--- src/rtl/genius_pkg.sv ---
// Shared types and helpers for the Genius sequence player: FSM state encoding,
// one-hot colour constants and a one-hot test.
package genius_pkg;

    typedef enum logic [2:0] {
        S_IDLE     = 3'd0,
        S_GAP      = 3'd1,
        S_SHOW_ON  = 3'd2,
        S_SHOW_OFF = 3'd3,
        S_WAIT_IN  = 3'd4,
        S_WIN      = 3'd5,
        S_FAIL     = 3'd6
    } state_t;

    localparam logic [3:0] C_GREEN  = 4'b0001;
    localparam logic [3:0] C_RED    = 4'b0010;
    localparam logic [3:0] C_YELLOW = 4'b0100;
    localparam logic [3:0] C_BLUE   = 4'b1000;

    function automatic logic is_onehot(input logic [31:0] v);
        return (v != 32'd0) && ((v & (v - 32'd1)) == 32'd0);
    endfunction

endpackage

--- src/rtl/genius_tick_timer.sv ---
// Loadable down-counter; done is high while the count sits at zero, so a load of
// N-1 on state entry makes the state last exactly N clocks.
module genius_tick_timer #(
    parameter int W = 8
) (
    input  logic         clk,
    input  logic         rst_n,
    input  logic         load,
    input  logic [W-1:0] load_val,
    output logic         done
);

    logic [W-1:0] cnt_r;

    // Count register: load wins, otherwise decrement and park at zero.
    always_ff @(posedge clk or negedge rst_n) begin
        if (!rst_n) begin
            cnt_r <= {W{1'b0}};
        end else if (load) begin
            cnt_r <= load_val;
        end else if (cnt_r != {W{1'b0}}) begin
            cnt_r <= cnt_r - {{(W-1){1'b0}}, 1'b1};
        end else begin
            cnt_r <= cnt_r;
        end
    end

    assign done = (cnt_r == {W{1'b0}});

endmodule

--- src/rtl/genius_seq_player.sv ---
// Genius sequence player: plays the first `level` ROM colours, then checks presses.
// Optional press timeout is enabled by defining GENIUS_TIMEOUT_EN.
module genius_seq_player
    import genius_pkg::*;
#(
    parameter int ADDR_W         = 4,
    parameter int DATA_W         = 4,
    parameter int ON_CYCLES      = 25,
    parameter int GAP_CYCLES     = 10,
    parameter int TIMEOUT_CYCLES = 1000
) (
    input  logic              clk,
    input  logic              rst_n,
    input  logic              start,
    input  logic              btn_valid,
    input  logic [DATA_W-1:0] btn,
    input  logic [DATA_W-1:0] rom_data,
    output logic [ADDR_W-1:0] rom_addr,
    output logic [DATA_W-1:0] led,
    output logic [ADDR_W:0]   level,
    output logic              in_ready,
    output logic              win,
    output logic              fail
);

    localparam int MAX_OG = (ON_CYCLES > GAP_CYCLES) ? ON_CYCLES : GAP_CYCLES;
    localparam int MAX_C  = (MAX_OG > TIMEOUT_CYCLES) ? MAX_OG : TIMEOUT_CYCLES;
    localparam int TW     = $clog2(MAX_C) + 1;
    localparam logic [TW-1:0]   ON_LD     = TW'(ON_CYCLES - 1);
    localparam logic [TW-1:0]   GAP_LD    = TW'(GAP_CYCLES - 1);
    localparam logic [ADDR_W:0] LEVEL_MAX = {1'b1, {ADDR_W{1'b0}}};
    localparam logic [ADDR_W:0] ONE_L     = {{ADDR_W{1'b0}}, 1'b1};
`ifdef GENIUS_TIMEOUT_EN
    localparam logic [TW-1:0]   TO_LD     = TW'(TIMEOUT_CYCLES - 1);
`endif

    state_t              state_r, state_n;
    logic [ADDR_W:0]     level_r, level_n;
    logic [ADDR_W-1:0]   idx_r, idx_n;
    logic [ADDR_W-1:0]   rom_addr_r, rom_addr_n;
    logic [DATA_W-1:0]   led_r, led_n;
    logic                in_ready_r, in_ready_n;
    logic                win_r, win_n;
    logic                fail_r, fail_n;
    logic                tload_s;
    logic [TW-1:0]       tval_s;
    logic                tdone_s;
    logic [ADDR_W:0]     idx_inc_s;
    logic                last_s;
    logic                match_s;

    genius_tick_timer #(.W(TW)) u_timer (
        .clk      (clk),
        .rst_n    (rst_n),
        .load     (tload_s),
        .load_val (tval_s),
        .done     (tdone_s)
    );

    assign idx_inc_s = {1'b0, idx_r} + ONE_L;
    assign last_s    = (idx_inc_s == level_r);
    assign match_s   = is_onehot(32'(btn)) && (btn == rom_data);

    // Next-state, counters and output values for the round sequencer.
    always_comb begin
        state_n    = state_r;
        level_n    = level_r;
        idx_n      = idx_r;
        rom_addr_n = rom_addr_r;
        tload_s    = 1'b0;
        tval_s     = GAP_LD;
        case (state_r)
            S_IDLE, S_WIN, S_FAIL: begin
                if (start) begin
                    state_n    = S_GAP;
                    level_n    = ONE_L;
                    idx_n      = {ADDR_W{1'b0}};
                    rom_addr_n = {ADDR_W{1'b0}};
                    tload_s    = 1'b1;
                    tval_s     = GAP_LD;
                end else begin
                    state_n = state_r;
                end
            end
            S_GAP: begin
                if (tdone_s) begin
                    state_n = S_SHOW_ON;
                    idx_n   = {ADDR_W{1'b0}};
                    tload_s = 1'b1;
                    tval_s  = ON_LD;
                end else begin
                    state_n = state_r;
                end
            end
            S_SHOW_ON: begin
                // Address runs one entry ahead through SHOW_OFF so the next colour
                // is already on rom_data when its registered LED value is captured.
                if (tdone_s) begin
                    state_n    = S_SHOW_OFF;
                    rom_addr_n = last_s ? {ADDR_W{1'b0}} : idx_inc_s[ADDR_W-1:0];
                    tload_s    = 1'b1;
                    tval_s     = GAP_LD;
                end else begin
                    state_n = state_r;
                end
            end
            S_SHOW_OFF: begin
                if (!tdone_s) begin
                    state_n = state_r;
                end else if (!last_s) begin
                    state_n = S_SHOW_ON;
                    idx_n   = idx_inc_s[ADDR_W-1:0];
                    tload_s = 1'b1;
                    tval_s  = ON_LD;
                end else begin
                    state_n = S_WAIT_IN;
                    idx_n   = {ADDR_W{1'b0}};
`ifdef GENIUS_TIMEOUT_EN
                    tload_s = 1'b1;
                    tval_s  = TO_LD;
`endif
                end
            end
            S_WAIT_IN: begin
                if (btn_valid) begin
                    if (!match_s) begin
                        state_n = S_FAIL;
                    end else if (!last_s) begin
                        idx_n      = idx_inc_s[ADDR_W-1:0];
                        rom_addr_n = idx_inc_s[ADDR_W-1:0];
`ifdef GENIUS_TIMEOUT_EN
                        tload_s    = 1'b1;
                        tval_s     = TO_LD;
`endif
                    end else if (level_r == LEVEL_MAX) begin
                        state_n = S_WIN;
                    end else begin
                        state_n    = S_GAP;
                        level_n    = level_r + ONE_L;
                        idx_n      = {ADDR_W{1'b0}};
                        rom_addr_n = {ADDR_W{1'b0}};
                        tload_s    = 1'b1;
                        tval_s     = GAP_LD;
                    end
                end
`ifdef GENIUS_TIMEOUT_EN
                else if (tdone_s) begin
                    state_n = S_FAIL;
                end
`endif
                else begin
                    state_n = state_r;
                end
            end
            default: begin
                state_n = S_IDLE;
            end
        endcase
        led_n      = (state_n == S_SHOW_ON) ? rom_data : {DATA_W{1'b0}};
        in_ready_n = (state_n == S_WAIT_IN);
        win_n      = (state_n == S_WIN);
        fail_n     = (state_n == S_FAIL);
    end

    // State and registered outputs.
    always_ff @(posedge clk or negedge rst_n) begin
        if (!rst_n) begin
            state_r    <= S_IDLE;
            level_r    <= {(ADDR_W+1){1'b0}};
            idx_r      <= {ADDR_W{1'b0}};
            rom_addr_r <= {ADDR_W{1'b0}};
            led_r      <= {DATA_W{1'b0}};
            in_ready_r <= 1'b0;
            win_r      <= 1'b0;
            fail_r     <= 1'b0;
        end else begin
            state_r    <= state_n;
            level_r    <= level_n;
            idx_r      <= idx_n;
            rom_addr_r <= rom_addr_n;
            led_r      <= led_n;
            in_ready_r <= in_ready_n;
            win_r      <= win_n;
            fail_r     <= fail_n;
        end
    end

    assign rom_addr = rom_addr_r;
    assign led      = led_r;
    assign level    = level_r;
    assign in_ready = in_ready_r;
    assign win      = win_r;
    assign fail     = fail_r;

endmodule
--- config.mk ---
export PLATFORM = sky130hd
export DESIGN_NAME = genius_seq_player
export DESIGN_NICKNAME = d
export VERILOG_FILES = /design/src/rtl/genius_pkg.sv /design/src/rtl/genius_tick_timer.sv /design/src/rtl/genius_seq_player.sv
export SDC_FILE = /design/constraint.sdc
export NUM_CORES = 1
export LEC_CHECK = 0
export CORE_MARGIN = 3
export CORE_UTILIZATION = 25
export CTS_CLUSTER_SIZE = 40
export DETAILED_ROUTE_END_ITERATION = 12
export PLACE_DENSITY = 0.46
export RECOVER_POWER = 100
export SYNTH_ARGS = -nofsm -noshare
export SYNTH_HDL_FRONTEND = slang
export SYNTH_SLANG_ARGS = --single-unit
export TNS_END_PERCENT = 1
--- constraint.sdc ---
create_clock -name clk -period 3.27 [get_ports clk]
set_clock_uncertainty 0.2 [all_clocks]
set_input_delay 0.654 -clock clk [delete_from_list [all_inputs] [get_ports clk]]
set_output_delay 0.654 -clock clk [all_outputs]
set_load 0.005 [all_outputs]
==> out/qor.csv <==
stage;metric;value;unit
logic_synthesis;yosysUniqueCellTypes;63;
global_routing;grt_pass1_wl;8466;um
sta;finalSetupViolCount;0;
outcome;outcome;finished, violations left;
critical_path;rr_startpoint;u_timer.cnt_r[0];
route;num_vias;1726;
logic_synthesis;synthesis.nets;229;
route;wl;4871;um
sta;period_share;92.02;%
final_layout;finalInstanceArea;0.002599;sq mm
critical_path;critPathLaunch;btn[2];
die;die_w;97.56;um
route;postRouteAntennaNets;0;
sta;hold_violations;0;
placed_design;port-buffer-count;27;
route;drc;0;
critical_path;critPathArrivalTime;3.00;ns
logic_synthesis;ys_warn_count;0;
critical_path;cp.required;3.26;ns
route;viasPerCell;4.903;
logic_synthesis;syn_avg_cell_area;9.839;sq um
clock_network;cts.clk_slew.worst_paths;0.08;ns
sta;setup_slack;0.2610;ns
logic_synthesis;ys.flop_type;dfrtp_1;
hold_path;hold_start;rom_addr[0];
sta;drv_slew;35;
die;rows;32;
clock_network;clock_latency;0.28;ns
run;cap_violations;1;
die;start_util;26.44;%
sta;max_freq;332.3;MHz
hold_path;min_path_type;reg -> reg;
sta;fin_crit;3.009;ns
die;io_pins;28;
clock_network;cts_buffers;5;
sta;worst_slew_pin_slew;1.892;ns
power;power_density;630.7;mW/mm^2
logic_synthesis;netlist_area;0.002096;sq mm
sta;rsz0062_at_grt;false;
clock_network;clkSinkCount;34;
global_routing;overflow;0;
critical_path;crit_path_end_kind;flip-flop;
placed_design;gp_congestion;0.8696;
final_layout;postLayoutCoreUtil;32.78;%
logic_synthesis;ys_seq_elements;34;
global_routing;grt_max_degree;35;
global_routing;grt_antenna_before_repair;0;
critical_path;start_kind;input pin;
clock_network;cts_buffer_depth;2;
route;post_drt_wl_per_cell;13.84;um
power;peakVddDrop;171.7;uV
clock_network;hold_buffers;0;
outcome;failed_checks;max-capacitance violations, max-slew violations;
logic_synthesis;synth-async-reset-ratio;100.0;%
logic_synthesis;synth-edff-count;0;
sta;tns;0;ns
critical_path;cp_max_fo;6;
clock_network;clockRootBuffer;clkbuf_8;
clock_network;cts_tree;built;
placed_design;placed_cell_area;0.002512;sq mm
clock_network;postCtsSetupBuffers;0;
placed_design;dp_slack;-0.05217;ns
die;core;0.007928;sq mm
sta;whs;0.2887;ns
logic_synthesis;synth_top_area_cell;dfrtp_1;
die;die_h;97.56;um
die;dieArea;0.009518;sq mm
sta;slew_headroom;-26.13;%
critical_path;worstRegToRegCells;8;
final_layout;area_growth;24.00;%
final_layout;nNetsFinal;265;
placed_design;place_hpwl;3622;um
logic_synthesis;syn_inst;213;
clock_network;ctsResizeCount;0;
final_layout;fill_cells;850;
global_routing;grt_pass1_vias;1705;
logic_synthesis;yosysSeqAreaShare;40.60;%
hold_path;hold_depth;1;
route;drtIter0Drc;57;
final_layout;drive_above_1_share;11.20;%
critical_path;worstSetupPathType;in -> reg;
power;p_leak;1.134;nW
logic_synthesis;synth_area_leaders;dfrtp_1 41%, nor2_1 4.7%, xnor2_1 3.3%;
global_routing;track_usage;10.85;%
route;drt_pass1_iterations;4;
logic_synthesis;yosys.area.top_type_share;40.60;%
final_layout;insertedDiodeCount;0;
clock_network;h-tree-depth;2;
cell type report:
| class | instances | area (sq um) | area share [%] |
|---|---|---|---|
| clock buffer | 8 | 110.1 | 4.237 |
| inverter | 13 | 48.80 | 1.878 |
| multi-input combinational | 160 | 1142 | 43.96 |
| sequential | 34 | 850.8 | 32.74 |
| tap | 102 | 127.6 | 4.911 |
| timing repair buffer | 35 | 319.1 | 12.28 |
report_power, final:
group          switching [mW]  internal (mW)
Combinational           0.301          0.285
Sequential              0.146          0.540
Clock                   0.154          0.213
Total                   0.601           1.04
metrics by stage:
step	power, mW	std cells
global placement	1.313	344
detailed placement	1.316	344
floorplan	1.083	213
CTS	1.689	352
global route	1.781	352
finish	1.639	352
path summary, 6_finish.rpt:
| kind | end | slack (ns) |
|---|---|---|
| worst min register to register | rom_addr[0] | 0.29 |
| worst min-delay path | rom_addr[0] | 0.29 |
| worst max register to register | led[0] | 0.31 |
| min in group asynchronous | idx_r[0] | 1.24 |
| max in group asynchronous | idx_r[2] | 0.55 |
| worst max-delay path | led[0] | 0.26 |
registers in the layout (all words and copies together), names as in the netlist:
| name | count |
|---|---|
| u_timer.cnt_r | 11 |
| win | 1 |
| state_r | 3 |
| led | 4 |
| fail | 1 |
| in_ready | 1 |
| level | 5 |
| rom_addr | 4 |
| idx_r | 4 |
cell usage after synthesis, types with 2 or more instances:
cell type / instances
xnor2_1: 8
nor2b_1: 2
a21o_1: 2
ha_1: 4
o21ai_0: 5
mux2_1: 4
dfrtp_1: 34
a41o_1: 3
a211oi_1: 2
a2111oi_0: 2
a31oi_1: 2
a211o_1: 2
xor2_1: 5
nor2_1: 26
o21bai_1: 2
nor4_1: 3
nand2_1: 11
nand4_1: 3
nor3_1: 2
o22ai_1: 2
o211ai_1: 2
nor4b_2: 3
inv_1: 12
mux2_2: 2
mux2i_1: 3
or4_4: 2
a21oi_1: 10
a311o_1: 2
buf_2: 3
buf_4: 2
o21ai_1: 4
or3_1: 2
nand2b_1: 6
and3_1: 4
nand3_1: 4
cell families after synthesis:
| group | count (synthesis) | share of synthesized area, % |
|---|---|---|
| buffers and inverters | 19 | 4.298 |
| AO/OA/AOI/OAI | 55 | 19.76 |
| flip-flops | 34 | 40.60 |
| adder cells (fa/ha/maj) | 4 | 2.388 |
| XOR/XNOR | 13 | 5.433 |
| multiplexers | 9 | 4.657 |
| AND/OR/NAND/NOR | 79 | 22.87 |
critical path: stages:
cell             delay, ns
clkdlybuf4s50_1       0.48
nand4bb_1             0.22
a211o_1               0.29
a211oi_2              0.27
o22ai_1               0.17
a221oi_2              0.33
clkinv_1              0.26
nor4b_2               0.31
cell usage in the layout (no fill, tap or decap), types with 4 or more instances in the layout:
| cell | n |
|---|---|
| dfrtp_1 | 34 |
| nor2_1 | 26 |
| dlygate4sd3_1 | 17 |
| inv_1 | 12 |
| nand2_1 | 11 |
| a21oi_1 | 10 |
| clkdlybuf4s50_1 | 10 |
| xnor2_1 | 8 |
| clkbuf_8 | 8 |
| o21ai_0 | 6 |
| nand2b_1 | 6 |
| xor2_1 | 5 |
| buf_4 | 5 |
| nand3_1 | 4 |
| and3_1 | 4 |
| mux2_1 | 4 |
| ha_1 | 4 |
metal layers:
metal / GRT usage (%) / share of wire (%) / vias up
met5: 0 / 0 / -
met4: 3.514 / 0.90 / 0
met3: 2.800 / 2.9 / 2
met2: 17.19 / 47 / 24
met1: 14.42 / 49 / 839
li1: - / - / 861
No activity file was read; power rests on OpenSTA's default activity.
